$ cat src/rtl/tau_microcode_pkg.sv
// Shared widths, state encoding and address type for the microcode sequencer.
package tau_microcode_pkg;

  localparam int OPCODE_W = 8;
  localparam int STEP_W   = 4;

  typedef enum logic [1:0] {
    IDLE   = 2'd0,
    ACTIVE = 2'd1,
    DONE   = 2'd2,
    FAULT  = 2'd3
  } useq_state_t;

  typedef logic [OPCODE_W+STEP_W-1:0] ucode_addr_t;

endpackage

$ cat src/rtl/microcode_watchdog.sv
// Per-instruction ACTIVE-cycle counter; flags the enabled edge on which the count reaches WATCHDOG_MAX.
module microcode_watchdog #(
  parameter int WATCHDOG_MAX = 64
) (
  input  logic clock,
  input  logic reset_n,
  input  logic clear,
  input  logic count_en,
  output logic expired
);

  localparam int CNT_W = $clog2(WATCHDOG_MAX + 1);

  logic [CNT_W-1:0] count;

  always_ff @(posedge clock) begin
    if (!reset_n) begin
      count <= '0;
    end else if (clear) begin
      count <= '0;
    end else if (count_en && (count != CNT_W'(WATCHDOG_MAX))) begin
      count <= count + CNT_W'(1);
    end
  end

  // High on the enabled edge that would bring the count to WATCHDOG_MAX.
  assign expired = count_en && (count == CNT_W'(WATCHDOG_MAX - 1));

endmodule

$ cat src/rtl/microcode_sequencer.sv
// Microcode ROM address generator: {opcode, step} with micro-branches and a sticky overflow fault.
// Optional cycle watchdog against micro-branch loops is built when MICROCODE_WATCHDOG_EN is defined.
module microcode_sequencer
  import tau_microcode_pkg::*;
#(
  parameter int OPCODE_W     = tau_microcode_pkg::OPCODE_W,
  parameter int STEP_W       = tau_microcode_pkg::STEP_W,
  parameter int WATCHDOG_MAX = 64
) (
  input  logic                       clock,
  input  logic                       reset_n,
  input  logic                       load_n,
  input  logic                       enable,
  input  logic [OPCODE_W-1:0]        opcode,
  input  logic                       finish,
  input  logic                       ubranch_valid,
  input  logic [STEP_W-1:0]          ubranch_target,
  output logic [OPCODE_W+STEP_W-1:0] microcode_address,
  output logic [STEP_W-1:0]          step,
  output logic                       running,
  output logic                       overflow_error
);

  localparam logic [STEP_W-1:0] STEP_LAST = '1;

  useq_state_t         state_q, state_d;
  logic [OPCODE_W-1:0] opcode_q, opcode_d;
  logic [STEP_W-1:0]   step_q, step_d;
  logic                error_q, error_d;
  logic                wd_trip;

`ifdef MICROCODE_WATCHDOG_EN
  microcode_watchdog #(
    .WATCHDOG_MAX (WATCHDOG_MAX)
  ) u_watchdog (
    .clock    (clock),
    .reset_n  (reset_n),
    .clear    (!load_n && (state_q != FAULT)),
    .count_en (load_n && enable && (state_q == ACTIVE)),
    .expired  (wd_trip)
  );
`else
  logic [31:0] unused_wd_max;
  assign unused_wd_max = 32'(WATCHDOG_MAX);
  assign wd_trip       = 1'b0;
`endif

  always_comb begin
    state_d  = state_q;
    opcode_d = opcode_q;
    step_d   = step_q;
    error_d  = error_q;
    if (state_q != FAULT) begin
      if (!load_n) begin
        state_d  = ACTIVE;
        opcode_d = opcode;
        step_d   = '0;
      end else if ((state_q == ACTIVE) && enable) begin
        // finish outranks every other step action, including the watchdog.
        if (finish) begin
          state_d = DONE;
        end else if (wd_trip) begin
          state_d = FAULT;
          error_d = 1'b1;
        end else if (ubranch_valid) begin
          step_d = ubranch_target;
        end else if (step_q == STEP_LAST) begin
          state_d = FAULT;
          error_d = 1'b1;
        end else begin
          step_d = step_q + STEP_W'(1);
        end
      end
    end
  end

  always_ff @(posedge clock) begin
    if (!reset_n) begin
      state_q  <= IDLE;
      opcode_q <= '0;
      step_q   <= '0;
      error_q  <= 1'b0;
    end else begin
      state_q  <= state_d;
      opcode_q <= opcode_d;
      step_q   <= step_d;
      error_q  <= error_d;
    end
  end

  assign microcode_address = {opcode_q, step_q};
  assign step              = step_q;
  assign running           = (state_q == ACTIVE);
  assign overflow_error    = error_q;

endmodule

$ cat config.mk
export PLATFORM = sky130hd
export DESIGN_NAME = microcode_sequencer
export DESIGN_NICKNAME = d
export VERILOG_FILES = /design/src/rtl/tau_microcode_pkg.sv /design/src/rtl/microcode_watchdog.sv /design/src/rtl/microcode_sequencer.sv
export SDC_FILE = /design/constraint.sdc
export NUM_CORES = 1
export LEC_CHECK = 0
export ABC_AREA = 1
export BUFFER_PORTS_ARGS = -buffer_cell sky130_fd_sc_hd__buf_2
export CORE_MARGIN = 2
export CORE_UTILIZATION = 30
export CTS_BUF_LIST = sky130_fd_sc_hd__clkbuf_8
export CTS_CLUSTER_SIZE = 12
export DETAILED_ROUTE_END_ITERATION = 8
export PLACE_DENSITY_LB_ADDON = 0.05
export RECOVER_POWER = 100
export SKIP_LAST_GASP = 1
export SLEW_MARGIN = 20
export SYNTH_ARGS = -nofsm -noshare
export SYNTH_HDL_FRONTEND = slang
export SYNTH_HIERARCHICAL = 1
export SYNTH_SLANG_ARGS = --single-unit
$ cat constraint.sdc
create_clock -name clock -period 1.75 [get_ports clock]
set_input_delay 0.35 -clock clock [delete_from_list [all_inputs] [get_ports clock]]
set_output_delay 0.35 -clock clock [all_outputs]
set_load 0.05 [all_outputs]
# Yosys cells after proc, flatten, opt, wreduce, memory -nomap -nowiden
# Cells that the tools add are included.
# word_totals
reg_bits,15
input_bits,18
output_inout_bits,18
wordCells,31
# op_classes
n_addsub,1
eq_ne,8
n_mux,10
bitwise_logic,3
reduce_logical,5
# op_table
op,count
$mux 4,5
$mux 2,5
$reduce_and 4->1,2
$ne 3x3->1 const B,2
$reduce_and 6->1,1
$add 4x1->4 const B,1
$eq 4x4->1 const B,1
$ne 2x2->1 const B,2
$ne 3x1->1 const B,1
$not 1->1,3
$eq 2x1->1 const B,1
$ne 2x1->1 const B,1
$reduce_and 2->1,1
$logic_and 1x1->1,1

# Longest topological paths before layout
# logic_depth
ltp_word,6
mapped_depth,8
ltp_nobuf,8

# Least setup slack after synthesis
# OpenSTA, ideal clock, no wires.
# synth_timing
path_type,reg2reg
start,register step_q[0] (netlist: step[0])
end,register step_q[2] (netlist: step[2])
setup_ns,0.115
t_arrival_ns,1.495
t_required_ns,1.635
slack_ns,0.140
path_stages_with_launch,9
path_buffers,0
synth_period_minus_slack_ns,1.610
path_cell_list,dfxtp_1 > ha_1 > nand2_1 > nor2_2 > nand2_2 > nand3_4 > nor2_1 > nor2_1 > nor2_1
# synth_between
elab_chain_len,6
word_cells_on_any_way,9
classes_between,add/sub (1); eq/ne (2); mux (5); reduce/logical (1)
# synth_rtl
item,line_no,source
start: declaration,microcode_sequencer.sv:28,"logic [STEP_W-1:0] step_q, step_d;"
start signal: assignment,microcode_sequencer.sv:86,step_q <= step_d;
$add 4x1->4,microcode_sequencer.sv:71,step_d = step_q + STEP_W'(1);
$mux 4,microcode_sequencer.sv:67,end else if (step_q == STEP_LAST) begin
$mux 4,microcode_sequencer.sv:65,end else if (ubranch_valid) begin
$mux 4,microcode_sequencer.sv:60,if (finish) begin
$mux 4,microcode_sequencer.sv:58,end else if ((state_q == ACTIVE) && enable) begin
$mux 4,microcode_sequencer.sv:54,if (!load_n) begin
# Parallel ways exist; a longest one is shown, timed or not. The select of a mux whose other input is x is not followed.
# A chain may end at the register's enable or synchronous reset.

# Worst setup path after layout
# layout_timing
start,register step_q[1] (netlist: step[1])
end,output port step[1]
# layout_lines
item,line_no,source
end: declaration,microcode_sequencer.sv:19,"output logic [STEP_W-1:0] step,"
# No word-level cell between the ends.

==> results.py <==
metrics = {
    "cts": {
        "ctsHoldBuffers": 0,
        "cts_tree": "yes",
        "cts_buffers": 3,
        "worstSkewPairLatency_ps": 240,
        "clk_pin_slew_ps": 60,
        "postCtsSetupRepairBufs": 0,
        "cts_resized": 0,
        "root_buffer": "clkbuf_8",
        "cts_buffer_depth": 2,
        "h-tree-depth": 1,
        "clock-sinks": 15,
    },
    "timing": {
        "setup-tns-final_ps": 0,
        "finalCritPeriodShare_pct": 86.3,
        "fmax_ghz": 0.662,
        "slew_violations": 0,
        "worst_pin_slew_ps": 595,
        "relSlewSlack_pct": 60.5,
        "rsz0062_at_grt": "no",
        "fin_crit_ps": 1510,
        "skew_ps": 0.551,
        "setup_viol": 0,
        "final-hold-violation-count": 0,
    },
    "yosys": {
        "synth-seq-cells": 15,
        "synth_fp_nets": 124,
        "synth_cell_types": 23,
        "ys_seq_area_share_pct": 40.5,
        "syn-cell-area_um2": 742,
        "yosysWarnings": 6,
        "synth_top_area_share_pct": 40.5,
        "synth_area_leaders": "dfxtp_1 40%, nor2_1 14%, nand2_1 10%",
        "synth_area_leader_cell": "dfxtp_1",
        "avgSynthCellArea_um2": 7.07,
        "syn-instance-count": 105,
    },
    "finish": {
        "insertedDiodeCount": 0,
        "drive_gt1_share_pct": 21.7,
        "area_delta_synth_final_pct": 26.1,
        "final_cells": 168,
        "fill_cells": 287,
        "nets": 158,
        "mostFrequentLayoutCell": "nor2_1",
        "mostFrequentLayoutCells": "28 x nor2_1, 21 x nand2_1, 18 x buf_2",
    },
    "placement": {
        "dpl.hpwl_um": 1290,
        "io_buffers": 35,
        "place.gp.congestion": 0.737,
        "place_inst": 164,
    },
    "detailed_routing": {
        "first_iter_violations": 6,
        "antenna_left": 0,
        "wl_per_cell_um": 10.1,
        "dr.pass1.iters": 2,
        "viasPerCell": 4.36,
        "vias": 733,
        "drc": 0,
        "totalWireLength_um": 1700,
    },
    "die": {
        "row_count": 18,
        "start_util_pct": 30.8,
        "die_h_um": 53.7,
        "dieArea_mm2": 0.00289,
        "die_w_um": 53.7,
        "core-area_mm2": 0.00241,
        "io_pins": 36,
    },
    "global_route": {
        "grt_pass1_wl_um": 2820,
        "grt_start_max_net_pins": 13,
        "antenna_found_initial": 0,
        "grt_pass1_vias": 660,
        "grt_usage_pct": 13.7,
        "overflow": 0,
    },
    "setup_path": {
        "cp_top_family": "buffers and inverters",
        "crit_chain": "clkbuf_1",
        "slowest_stage": "clkbuf_1",
        "start_kind": "flop",
        "critical_path_buf_inv_count": 1,
        "cp.required_ps": 1400,
        "cp_max_fo": 6,
        "cp.arrival_ps": 1160,
        "end_kind": "primary output",
        "crit_type": "flop to primary output",
        "crit_path_max_incr_delay_ps": 490,
    },
    "status": {
        "status": "completed",
    },
    "power_and_ir_drop": {
        "leakage_nw": 0.429,
        "ir_drop_mv": 0.584,
        "p_per_area_mw_per_mm2": 916,
        "p_total_uw": 858,
    },
    "hold_path": {
        "hold_path_class": "primary input to flop",
    },
    "flow_run": {
        "maxCapViolCount": 0,
    },
}
[through the flow]
step,worst slack [ps],hold slack (ps),util [%],area (um2)
floorplan,140,461,-,742
global placement,440,461,38.0,916
detailed placement,403,468,38.0,916
CTS,356,359,39.9,961
global route,165,365,38.8,936
finish,239,358,38.8,936
[logic make-up after synthesis]
logic type	count (synthesis)	synth area share (%)
and+or+nand+nor	58	35.9
AOI/OAI and AO/OA	17	11.8
DFF	15	40.5
buffers and inverters	14	10.1
adders and majority gates	1	1.69
[path summary, 6_finish.rpt]
kind	start	end	slack (ps)	cells after the start
min reg2reg	opcode_q[6]$_SDFFE_PN0P_	opcode_q[6]$_SDFFE_PN0P_	480	2
min	opcode[6]	opcode_q[6]$_SDFFE_PN0P_	360	3
max reg2reg	step[1]$_SDFFE_PN0P_	step[2]$_SDFFE_PN0P_	410	8
max	step[1]$_SDFFE_PN0P_	step[1]	240	1
[worst reg2reg max path, cell delays in order (launching register included)]
cell     delay, ps
dfxtp_1        420
ha_1           210
nand2_1         70
nor2_1         150
nand2_2        100
nand3_4        110
nor2_1          50
nor2_1          80
nor2_1          50
[state kept, by name (all words and copies together), names as in the netlist]
register,count
overflow_error,1
opcode_q,8
state_q,2
step,4
[cell usage after synthesis]
master and count:
inv_1 4, nand2_4 1, nand2_2 2, buf_4 5, nand3_1 2, nor2_4 1
nand4_1 1, nor2_1 27, buf_1 1, nor3_1 1, inv_4 1, inv_2 2
nand3_2 1, ha_1 1, o21ai_1 1, a21oi_1 5, nand2_1 20, dfxtp_1 15
o21ai_0 10, o21a_1 1, nor2_2 1, nand3_4 1, buf_2 1
[metal layers]
metal	global-route usage [%]	wire (um)
met1	17.3	786
met2	22.6	774
met3	5.00	129
met4	2.56	10
met5	0	0
[layout make-up]
type	instances	area (um2)	share of cell area (%)
clock buffers	3	41.3	4.41
clock inverters	1	3.75	0.401
inverters	7	28.8	3.07
multi-input cells	76	362	38.6
flip-flops and latches	15	300	32.1
well taps	30	37.5	4.01
repair buffers	36	163	17.4
[report_power, final]
part / switching (mW) / total [mW] / internal, mW / leakage, nW
Clock: 0.113 / 0.268 / 0.155 / 0.0269
Sequential: 0.0154 / 0.380 / 0.364 / 0.124
Combinational: 0.157 / 0.210 / 0.0532 / 0.278
Total: 0.285 / 0.858 / 0.572 / 0.429
Note: power is estimated with default switching activity, not from simulation.
